--- src/rtl/id_stage_pkg.sv ---
// Shared decode-stage definitions: bus widths, opcode fields,
// ALU one-hot indices and the stage-to-stage bundle layouts.
package id_stage_pkg;

    localparam int FS_DS_W = 64;
    localparam int BR_W    = 34;
    localparam int DS_ES_W = 150;
    localparam int WS_RF_W = 38;
    localparam int ALU_W   = 12;

    localparam int ALU_ADD  = 0;
    localparam int ALU_SUB  = 1;
    localparam int ALU_SLT  = 2;
    localparam int ALU_SLTU = 3;
    localparam int ALU_AND  = 4;
    localparam int ALU_NOR  = 5;
    localparam int ALU_OR   = 6;
    localparam int ALU_XOR  = 7;
    localparam int ALU_SLL  = 8;
    localparam int ALU_SRL  = 9;
    localparam int ALU_SRA  = 10;
    localparam int ALU_LUI  = 11;

    localparam logic [16:0] OP_ADD_W  = 17'h00020;
    localparam logic [16:0] OP_SUB_W  = 17'h00022;
    localparam logic [16:0] OP_SLT    = 17'h00024;
    localparam logic [16:0] OP_SLTU   = 17'h00025;
    localparam logic [16:0] OP_NOR    = 17'h00028;
    localparam logic [16:0] OP_AND    = 17'h00029;
    localparam logic [16:0] OP_OR     = 17'h0002a;
    localparam logic [16:0] OP_XOR    = 17'h0002b;
    localparam logic [16:0] OP_SLLI_W = 17'h00081;
    localparam logic [16:0] OP_SRLI_W = 17'h00089;
    localparam logic [16:0] OP_SRAI_W = 17'h00091;
    localparam logic [9:0]  OP_ADDI_W = 10'h00a;
    localparam logic [9:0]  OP_LD_W   = 10'h0a2;
    localparam logic [9:0]  OP_ST_W   = 10'h0a6;
    localparam logic [6:0]  OP_LU12I  = 7'h0a;
    localparam logic [5:0]  OP_JIRL   = 6'h13;
    localparam logic [5:0]  OP_B      = 6'h14;
    localparam logic [5:0]  OP_BL     = 6'h15;
    localparam logic [5:0]  OP_BEQ    = 6'h16;
    localparam logic [5:0]  OP_BNE    = 6'h17;

    typedef struct packed {
        logic [31:0] inst;
        logic [31:0] pc;
    } fs_ds_t;

    typedef struct packed {
        logic        cancel;
        logic        taken;
        logic [31:0] target;
    } br_t;

    typedef struct packed {
        logic        we;
        logic [4:0]  waddr;
        logic [31:0] wdata;
    } ws_rf_t;

    typedef struct packed {
        logic [ALU_W-1:0] alu_op;
        logic             src1_is_pc;
        logic             src2_is_imm;
        logic             res_from_mem;
        logic             gr_we;
        logic             mem_we;
        logic [4:0]       dest;
        logic [31:0]      imm;
        logic [31:0]      rj_value;
        logic [31:0]      rkd_value;
        logic [31:0]      pc;
    } ds_to_es_t;

endpackage

--- src/rtl/id_stage_regfile.sv ---
// 32x32 general register file: two async read ports,
// one sync write port; r0 is hard-wired to zero.
module id_stage_regfile (
    input  logic        clk,
    input  logic [4:0]  raddr1,
    output logic [31:0] rdata1,
    input  logic [4:0]  raddr2,
    output logic [31:0] rdata2,
    input  logic        we,
    input  logic [4:0]  waddr,
    input  logic [31:0] wdata
);

    logic [31:0] mem [32];

    // write port; contents are deliberately not reset
    always_ff @(posedge clk) begin
        if (we && waddr != 5'd0) begin
            mem[waddr] <= wdata;
        end
    end

    assign rdata1 = (raddr1 == 5'd0) ? 32'd0 : mem[raddr1];
    assign rdata2 = (raddr2 == 5'd0) ? 32'd0 : mem[raddr2];

endmodule

--- src/rtl/id_stage.sv ---
// Decode stage: latches fetched instruction, decodes it, reads
// registers, resolves branches and interlocks on RAW hazards.
module id_stage
    import id_stage_pkg::*;
(
    input  logic               clk,
    input  logic               resetn,
    input  logic               fs_to_ds_valid,
    input  logic [FS_DS_W-1:0] fs_to_ds_bus,
    output logic               ds_allowin,
    output logic [BR_W-1:0]    br_bus,
    input  logic               es_allowin,
    output logic               ds_to_es_valid,
    output logic [DS_ES_W-1:0] ds_to_es_bus,
    input  logic [WS_RF_W-1:0] ws_to_rf_bus,
    input  logic [4:0]         es_dest,
    input  logic [4:0]         ms_dest,
    input  logic [4:0]         ws_dest,
    input  logic               wb_ex
);

    fs_ds_t    fs_in;
    ws_rf_t    ws;
    br_t       br;
    ds_to_es_t es_out;

    logic        ds_valid;
    logic        ds_ready_go;
    logic        br_taken;
    logic [31:0] inst;
    logic [31:0] pc;

    logic [16:0] op17;
    logic [9:0]  op10;
    logic [6:0]  op7;
    logic [5:0]  op6;
    logic [4:0]  rd, rj, rk;

    logic i_add, i_sub, i_slt, i_sltu;
    logic i_and, i_or, i_nor, i_xor;
    logic i_slli, i_srli, i_srai;
    logic i_addi, i_lu12i, i_ld, i_st;
    logic i_jirl, i_b, i_bl, i_beq, i_bne;

    logic        use_rk, use_rd;
    logic        rj_hit, rk_hit, rd_hit;
    logic [4:0]  rf_raddr2;
    logic [31:0] rj_value, rkd_value;
    logic [31:0] si12, ui5, si20, offs16, offs26;
    logic [31:0] br_target;

    assign fs_in = fs_ds_t'(fs_to_ds_bus);
    assign ws    = ws_rf_t'(ws_to_rf_bus);

    assign op17 = inst[31:15];
    assign op10 = inst[31:22];
    assign op7  = inst[31:25];
    assign op6  = inst[31:26];
    assign rd   = inst[4:0];
    assign rj   = inst[9:5];
    assign rk   = inst[14:10];

    assign i_add   = op17 == OP_ADD_W;
    assign i_sub   = op17 == OP_SUB_W;
    assign i_slt   = op17 == OP_SLT;
    assign i_sltu  = op17 == OP_SLTU;
    assign i_and   = op17 == OP_AND;
    assign i_or    = op17 == OP_OR;
    assign i_nor   = op17 == OP_NOR;
    assign i_xor   = op17 == OP_XOR;
    assign i_slli  = op17 == OP_SLLI_W;
    assign i_srli  = op17 == OP_SRLI_W;
    assign i_srai  = op17 == OP_SRAI_W;
    assign i_addi  = op10 == OP_ADDI_W;
    assign i_ld    = op10 == OP_LD_W;
    assign i_st    = op10 == OP_ST_W;
    assign i_lu12i = op7  == OP_LU12I;
    assign i_jirl  = op6  == OP_JIRL;
    assign i_b     = op6  == OP_B;
    assign i_bl    = op6  == OP_BL;
    assign i_beq   = op6  == OP_BEQ;
    assign i_bne   = op6  == OP_BNE;

    assign si12   = {{20{inst[21]}}, inst[21:10]};
    assign ui5    = {27'd0, inst[14:10]};
    assign si20   = {inst[24:5], 12'd0};
    assign offs16 = {{14{inst[25]}}, inst[25:10], 2'b00};
    assign offs26 = {{4{inst[9]}}, inst[9:0],
                     inst[25:10], 2'b00};

    assign use_rk = i_add | i_sub | i_slt | i_sltu
                  | i_and | i_or  | i_nor | i_xor;
    assign use_rd = i_st | i_beq | i_bne;

    assign rf_raddr2 = use_rd ? rd : rk;

    id_stage_regfile u_rf (
        .clk    (clk),
        .raddr1 (rj),
        .rdata1 (rj_value),
        .raddr2 (rf_raddr2),
        .rdata2 (rkd_value),
        .we     (ws.we),
        .waddr  (ws.waddr),
        .wdata  (ws.wdata)
    );

    assign rj_hit = (rj != 5'd0) &&
        (rj == es_dest || rj == ms_dest || rj == ws_dest);
    assign rk_hit = (rk != 5'd0) &&
        (rk == es_dest || rk == ms_dest || rk == ws_dest);
    assign rd_hit = (rd != 5'd0) &&
        (rd == es_dest || rd == ms_dest || rd == ws_dest);

    assign ds_ready_go = !(rj_hit || (use_rk && rk_hit)
                        || (use_rd && rd_hit));

    assign ds_allowin     = !ds_valid || (ds_ready_go && es_allowin);
    assign ds_to_es_valid = ds_valid && ds_ready_go && !wb_ex;

    assign br_taken = ds_to_es_valid &&
        (i_b || i_bl || i_jirl ||
         (i_beq && rj_value == rkd_value) ||
         (i_bne && rj_value != rkd_value));

    assign br_target = i_jirl ? rj_value + offs16
                     : pc + ((i_b | i_bl) ? offs26 : offs16);

    assign br.cancel = br_taken;
    assign br.taken  = br_taken;
    assign br.target = br_target;
    assign br_bus    = br;

    // decode control fields and pack the execute bundle
    always_comb begin
        es_out = '0;
        unique case (1'b1)
            i_add:  es_out.alu_op[ALU_ADD]  = 1'b1;
            i_sub:  es_out.alu_op[ALU_SUB]  = 1'b1;
            i_slt:  es_out.alu_op[ALU_SLT]  = 1'b1;
            i_sltu: es_out.alu_op[ALU_SLTU] = 1'b1;
            i_and:  es_out.alu_op[ALU_AND]  = 1'b1;
            i_or:   es_out.alu_op[ALU_OR]   = 1'b1;
            i_nor:  es_out.alu_op[ALU_NOR]  = 1'b1;
            i_xor:  es_out.alu_op[ALU_XOR]  = 1'b1;
            i_slli: es_out.alu_op[ALU_SLL]  = 1'b1;
            i_srli: es_out.alu_op[ALU_SRL]  = 1'b1;
            i_srai: es_out.alu_op[ALU_SRA]  = 1'b1;
            i_lu12i: es_out.alu_op[ALU_LUI] = 1'b1;
            i_addi, i_ld, i_st, i_jirl, i_bl:
                es_out.alu_op[ALU_ADD] = 1'b1;
            default: ;
        endcase
        es_out.gr_we = use_rk | i_slli | i_srli | i_srai
                     | i_addi | i_ld | i_lu12i | i_jirl | i_bl;
        es_out.src2_is_imm = i_slli | i_srli | i_srai | i_addi
                           | i_ld | i_st | i_lu12i
                           | i_jirl | i_bl;
        es_out.src1_is_pc   = i_jirl | i_bl;
        es_out.res_from_mem = i_ld;
        es_out.mem_we       = i_st;
        if (i_slli | i_srli | i_srai) begin
            es_out.imm = ui5;
        end else if (i_addi | i_ld | i_st) begin
            es_out.imm = si12;
        end else if (i_lu12i) begin
            es_out.imm = si20;
        end else if (i_jirl | i_bl) begin
            es_out.imm = 32'd4;
        end
        if (es_out.gr_we) begin
            es_out.dest = i_bl ? 5'd1 : rd;
        end
        es_out.rj_value  = rj_value;
        es_out.rkd_value = rkd_value;
        es_out.pc        = pc;
    end

    assign ds_to_es_bus = es_out;

    // valid bit: flush first, then accept or cancel on handoff
    always_ff @(posedge clk or negedge resetn) begin
        if (!resetn) begin
            ds_valid <= 1'b0;
        end else if (wb_ex) begin
            ds_valid <= 1'b0;
        end else if (ds_allowin) begin
            ds_valid <= fs_to_ds_valid && !br_taken;
        end
    end

    // instruction/pc latch; held while the stage is stalled
    always_ff @(posedge clk or negedge resetn) begin
        if (!resetn) begin
            inst <= 32'd0;
            pc   <= 32'd0;
        end else if (fs_to_ds_valid && ds_allowin) begin
            inst <= fs_in.inst;
            pc   <= fs_in.pc;
        end
    end

endmodule

--- config.mk ---
export PLATFORM = sky130hd
export DESIGN_NAME = id_stage
export DESIGN_NICKNAME = d
export VERILOG_FILES = /design/src/rtl/id_stage_pkg.sv /design/src/rtl/id_stage_regfile.sv /design/src/rtl/id_stage.sv
export SDC_FILE = /design/constraint.sdc
export NUM_CORES = 2
export LEC_CHECK = 0
export BUFFER_PORTS_ARGS = -buffer_cell sky130_fd_sc_hd__buf_2
export CAP_MARGIN = 10
export CORE_MARGIN = 2
export CORE_UTILIZATION = 45
export DETAILED_ROUTE_END_ITERATION = 10
export PLACE_DENSITY_LB_ADDON = 0.12
export SLEW_MARGIN = 25
export SYNTH_ARGS = -nofsm -noshare
export SYNTH_HDL_FRONTEND = slang
export SYNTH_SLANG_ARGS = --single-unit
--- constraint.sdc ---
create_clock -name clk -period 7.38 [get_ports clk]
set_input_delay 0.369 -clock clk [delete_from_list [all_inputs] [get_ports clk]]
set_output_delay 0.369 -clock clk [all_outputs]
set_load 0.01 [all_outputs]
Yosys cells after proc, flatten, opt, wreduce, memory -nomap -nowiden
Memory sizes are Yosys's and may differ from the RTL's.
Index checks and enable logic that the tools add are counted.

cells by class
  multipliers = 0
  bitwise operators = 29
  divide/modulo/power cells = 0
  $lt $le $gt $ge = 0
  add/subtract/negate cells = 2
  shift operators = 0
  eq/ne operators = 31
  reduce and logical (&&, ||, !) cells = 39
  multiplexer cells = 27

operators with widths
  cell                                                  count
  two-way mux 32 bit                                    7
  equality test 17 x 6 -> 1 bit, second input constant  8
  adder 32 bit                                          2
  equality test 17 x 8 -> 1 bit, second input constant  3
  equality test 5 bit                                   9
  equality test 32 bit                                  1
  != test 32 bit                                        1
  equality test 6 x 5 -> 1 bit, second input constant   5
  bitwise OR 1 bit                                      29
  equality test 10 x 8 -> 1 bit, second input constant  2
  nonzero test 5 bit                                    4
  two-way mux 1 bit                                     16
  two-way mux 5 bit                                     3
  logical AND 1 bit                                     14
  logical OR 1 bit                                      13
  equality test 10 x 4 -> 1 bit, second input constant  1
  logical NOT 5 bit                                     2
  equality test 7 x 4 -> 1 bit, second input constant   1
  OR reduction 6 bit                                    1
  logical NOT 1 bit                                     4
  two-way mux 3 bit                                     1
  nonzero test 2 bit                                    1

word-level totals
  output and inout port bits = 186
  latch bits = 0
  register bits after elaboration = 65
  memory bits (read-only) = 0
  memories = 1
  memory bits (writable) = 1024

memories
  name      words  bits a word  read ports  clocked after Yosys merged registers in  wr ports  line                    RTL
  u_rf.mem  32     32           2           0                                        1         id_stage_regfile.sv:14  logic [31:0] mem [32];

Longest topological paths before layout
  word-level depth = 19
  depth in mapped cells = 23
  mapped depth without buffers = 21

Cells and area by module
From an unflattened synthesis, not the netlist that was laid out.

unflattened totals
  cells, all modules = 3437
  area total of the unflattened synthesis = 55390.6 sq um

modules (own cells, without submodules)
  module            instances  cells an instance  area an instance (sq um)
  id_stage_regfile  1          2564               47929.7
  id_stage          1          873                7460.9

Least setup slack after synthesis
OpenSTA, ideal clock, no wires.

  kind = flip-flop to output port
  start = register inst[5]
  end = output br_bus[28]
  arrival = 5.570 ns
  required time = 7.011 ns
  setup slack = 1.441 ns
  stages on the path, launching flop included = 23
  path through = dfrtp_1 > buf_2 > buf_2 > buf_1 > buf_2 > mux4_2 > mux4_2 > mux2i_1 > nor2_1 > ha_1 > o21ai_0 > a21boi_0 > o21ai_0 > a21boi_0 > nor2_1 > o21ai_0 > a211oi_1 > o31ai_1 > a221o_1 > a41oi_1 > xnor2_1 > nor2_1 > a21oi_1

between the ends
  word-level cells in the longest chain between the ends = 4
  elaborated cells between the ends (all ways) = 7
  classes of those cells = add/sub (2); mux (3); reduce/logical (1); memory (1)

ends and longest elaborated chain
  element                                                           line                    RTL
  from (decl)                                                       id_stage.sv:30          logic [31:0] inst;
  from (signal assigned)                                            id_stage.sv:198         inst <= fs_in.inst;
  memory (32 x 32 bit) / logical NOT 5 bit (equally long branches)  n/a
  two-way mux 32 bit *                                              id_stage_regfile.sv:23  assign rdata1 = (raddr1 == 5'd0) ? 32'd0 : mem[raddr1];
  net ds_to_es_bus[69]                                              id_stage.sv:14          output logic [DS_ES_W-1:0] ds_to_es_bus,
  adder 32 bit *                                                    id_stage.sv:126         assign br_target = i_jirl ? rj_value + offs16
  two-way mux 32 bit *                                              id_stage.sv:126
  to (decl)                                                         id_stage.sv:11          output logic [BR_W-1:0] br_bus,

Mark *: on every way through the listed nets, which the timed path passes. The rest lies on a longest branch.

Worst setup path after layout
  start = register inst[26]
  end = output br_bus[32]

between the ends
  word-level cells in the longest chain between the ends = 15
  elaborated cells between the ends (all ways) = 43
  classes of those cells = eq/ne (16); mux (2); bitwise (9); reduce/logical (15); memory (1)

ends and longest elaborated chain
  element                                                        line             RTL
  branches (longest 14 deep; another with memory (32 x 32 bit))  n/a
  logical AND 1 bit *                                            id_stage.sv:121  assign br_taken = ds_to_es_valid &&

Mark *: on every way between the ends.

==> impl_metrics.tcl <==
set metrics [dict create \
    cts_tree "built" \
    crit_end "br_bus[32]" \
    setup.worst_path.class "register to primary output" \
    ys_ff_latch 1089 \
    routed_wl_um 212000 \
    clock_sinks 1089 \
    synth.top_cell.area_share_pct 54.5 \
    nFillCells 10300 \
    rrSetupSlack_ns 0.55 \
    startpoint "inst[26]" \
    setup_viol 0 \
    start_util_pct 45.5 \
    ir_worst_vdd_v 0.000233 \
    worstSetupEndpointType "primary output" \
    synth_area_leader_cell "edfxtp_1" \
    vias_per_cell 6.62 \
    dieHeight_um 358 \
    synth_edf_count 1024 \
    coreArea_mm2 0.124 \
    gp_congestion 0.913 \
    cts_root_buf "clkbuf_16" \
    syn_area_mm2 0.0564 \
    ys_async_sr_fraction_pct 5.97 \
    grt_pass1_wl_um 291000 \
    finClkSkew_ns 0.0190 \
    worstMarginPinSlew_ns 1.11 \
    grt_pass1_vias 38300 \
    reg2regPathDepth 19 \
    die_w_um 358 \
    dr.pass1.iters 7 \
    ant_nets 0 \
    finalCriticalPeriod_ns 7.32 \
    fmax_mhz 137 \
    slew_headroom_pct 26.0 \
    synth.area.top_cells "edfxtp_1, mux4_2, mux2i_1" \
    power_density_mw_per_mm2 291 \
    final.setup.worst_slack_ns 0.0622 \
    place.port_buffers 307 \
    yosys_most_used_dff "edfxtp_1" \
    fin_setup_tns_ns 0 \
    instances_no_fill 6120 \
    synthDistinctLibCells 88 \
    status "finished clean" \
    holdWs_ns 0.0950 \
    start_kind "register" \
    seq_area_frac_synth_pct 57.4 \
    cts_buffer_depth 3 \
    grt_max_degree 111 \
    dp.cells 5828 \
    h-tree-depth 3 \
    drtIter0Drc 5444 \
    antenna_found_initial 20 \
    clk-insertion-delay-late_ns 0.75 \
    hold_path.class "primary input to register" \
    avgSynthCellArea_um2 14.2 \
    multi_input_area_mm2 0.0227 \
    cp_max_fo 55 \
    overflow 0 \
    rows 129 \
    post-place-ws_ns 0.538 \
    fin_crit_sh_pct 99.2 \
    required_ns 7.01 \
    place_hpwl_um 129000 \
    yosysWarnings 0 \
    clk_pin_slew_worst_paths_ns 0.06 \
    leakage_nw 23.3 \
    drcViolationCount 0 \
    grt_usage_pct 32.3 \
    drive_gt1_share_pct 26.5 \
    cts_buffers 115 \
    routed-via-count 40500 \
    maxSlewViolCount 0 \
    hold_viol_final 0 \
    areaGrowthSynthToFinish_pct 15.5 \
    worstPathArrival_ns 6.95 \
    synthCells 3981 \
    io_pins 308 \
    regArea_mm2 0.0324 \
    rr_endpoint "ds_valid" \
    reg2reg_from "inst[26]" \
    layout.nets 4563 \
    maxCapViolations 0 \
    die-area_mm2 0.128 \
    rsz0062_at_grt "false" \
    wire_per_inst_um 34.6 \
]
[synth_stat cells, types with 59 or more instances]
cell and instances:
edfxtp_1 1024, nand2_1 461, mux4_2 320, mux2i_1 272
nand3_1 162, nor2_1 159, mux2_2 139, a21oi_1 122
clkbuf_1 122, inv_1 83, o211ai_1 81, buf_2 78
o21ai_0 70, xor2_1 67, dfrtp_1 65, o2111ai_1 59
[worst min-delay path by stage]
stage | startpoint | end | cells after the start | slack (ns)
floorplan | resetn | ds_valid | 0 | 0.07
global placement | pc[12] | pc[12] | 1 | 0.53
detailed placement | pc[12] | pc[12] | 1 | 0.53
CTS | ws_to_rf_bus[31] | u_rf.mem[3][31] | 1 | 0.06
global route | ws_to_rf_bus[25] | u_rf.mem[31][25] | 1 | 0.12
finish | ws_to_rf_bus[24] | u_rf.mem[4][24] | 1 | 0.09
[kinds of logic after synthesis]
kind of cell / Yosys count / share of synthesized area, %
AO/OA/AOI/OAI: 613 / 7.76
adder cells (fa/ha/maj): 60 / 1.36
flip-flops: 1089 / 57.4
other: 1 / 0.00665
multiplexers: 733 / 20.4
XOR/XNOR: 122 / 1.89
buffers and inverters: 384 / 3.30
AND/OR/NAND/NOR: 979 / 7.84
[routing by layer]
layer,GRT usage [%],up-vias,share of wire [%]
met3,7.32,484,11
met5,0,-,0.029
li1,-,16500,-
met2,51.4,2726,46
met1,43.1,20800,38
met4,13.4,10,4.5
[where the power goes]
part           leakage, nW  switching (mW)  total [mW]  internal [mW]
clock network         1.78            2.52        5.79           3.27
logic                 11.5            3.71        6.02           2.31
registers             10.0           0.206        7.11           6.90
[area by class of cell]
cell class	count	share of cell area (%)
antenna	7	0.0269
timing repair buffer	553	6.07
inverter	83	0.478
multi-input combinational	2539	34.8
clock inverter	71	1.09
sequential	1089	49.7
tap	1637	3.15
clock buffer	141	4.60
[layout by cell type (no fill, tap or decap), types with 70 or more instances in the layout]
| cell | count |
|---|---|
| nand2_1 | 459 |
| mux2_2 | 139 |
| buf_4 | 149 |
| a21oi_1 | 122 |
| o211ai_1 | 81 |
| clkbuf_16 | 118 |
| nand3_1 | 161 |
| mux2i_1 | 271 |
| inv_1 | 83 |
| nor2_1 | 121 |
| mux4_2 | 320 |
| buf_2 | 307 |
| o21ai_0 | 70 |
| edfxtp_1 | 1024 |
[state kept, by name, summed over array words and instances, names as in the netlist]
name / cells
inst: 32
pc: 32
ds_valid: 1
u_rf.mem: 1024
[metrics by stage]
stage / power [mW] / util, % / area [µm²]
final: 18.9 / 52.5 / 65100
after global routing: 19.6 / 52.5 / 65100
after CTS: 18.9 / 52.4 / 65000
after detailed placement: 13.1 / 48.9 / 60600
after global placement: 13.1 / 48.7 / 60300
after floorplan: 10.8 / - / 56500
[critical path, cell delays in order (launching register included)]
cell       delay, ns
dfrtp_1         0.44
or4_4           0.61
or4_2           0.74
o211ai_4        0.36
clkbuf_16       0.38
buf_12          0.35
mux2_2          0.38
o32a_1          0.30
o2111ai_1       0.14
o22a_1          0.21
xor2_1          0.37
nand4_1         0.30
nor4_4          0.34
buf_4           0.19
nand4_1         0.13
buf_4           0.21
mux2i_1         0.11
a211o_2         0.40
buf_2           0.17
[what timing repair did]
action,in CTS,in global routing
endpoints found under the hold margin,130,0
buffers inserted,0,3
resized for setup,4,13
hold buffers,67,0
setup endpoints to repair,2,8
pin swaps,0,1
cloned,0,3
Power figures use the tool's default switching activity.
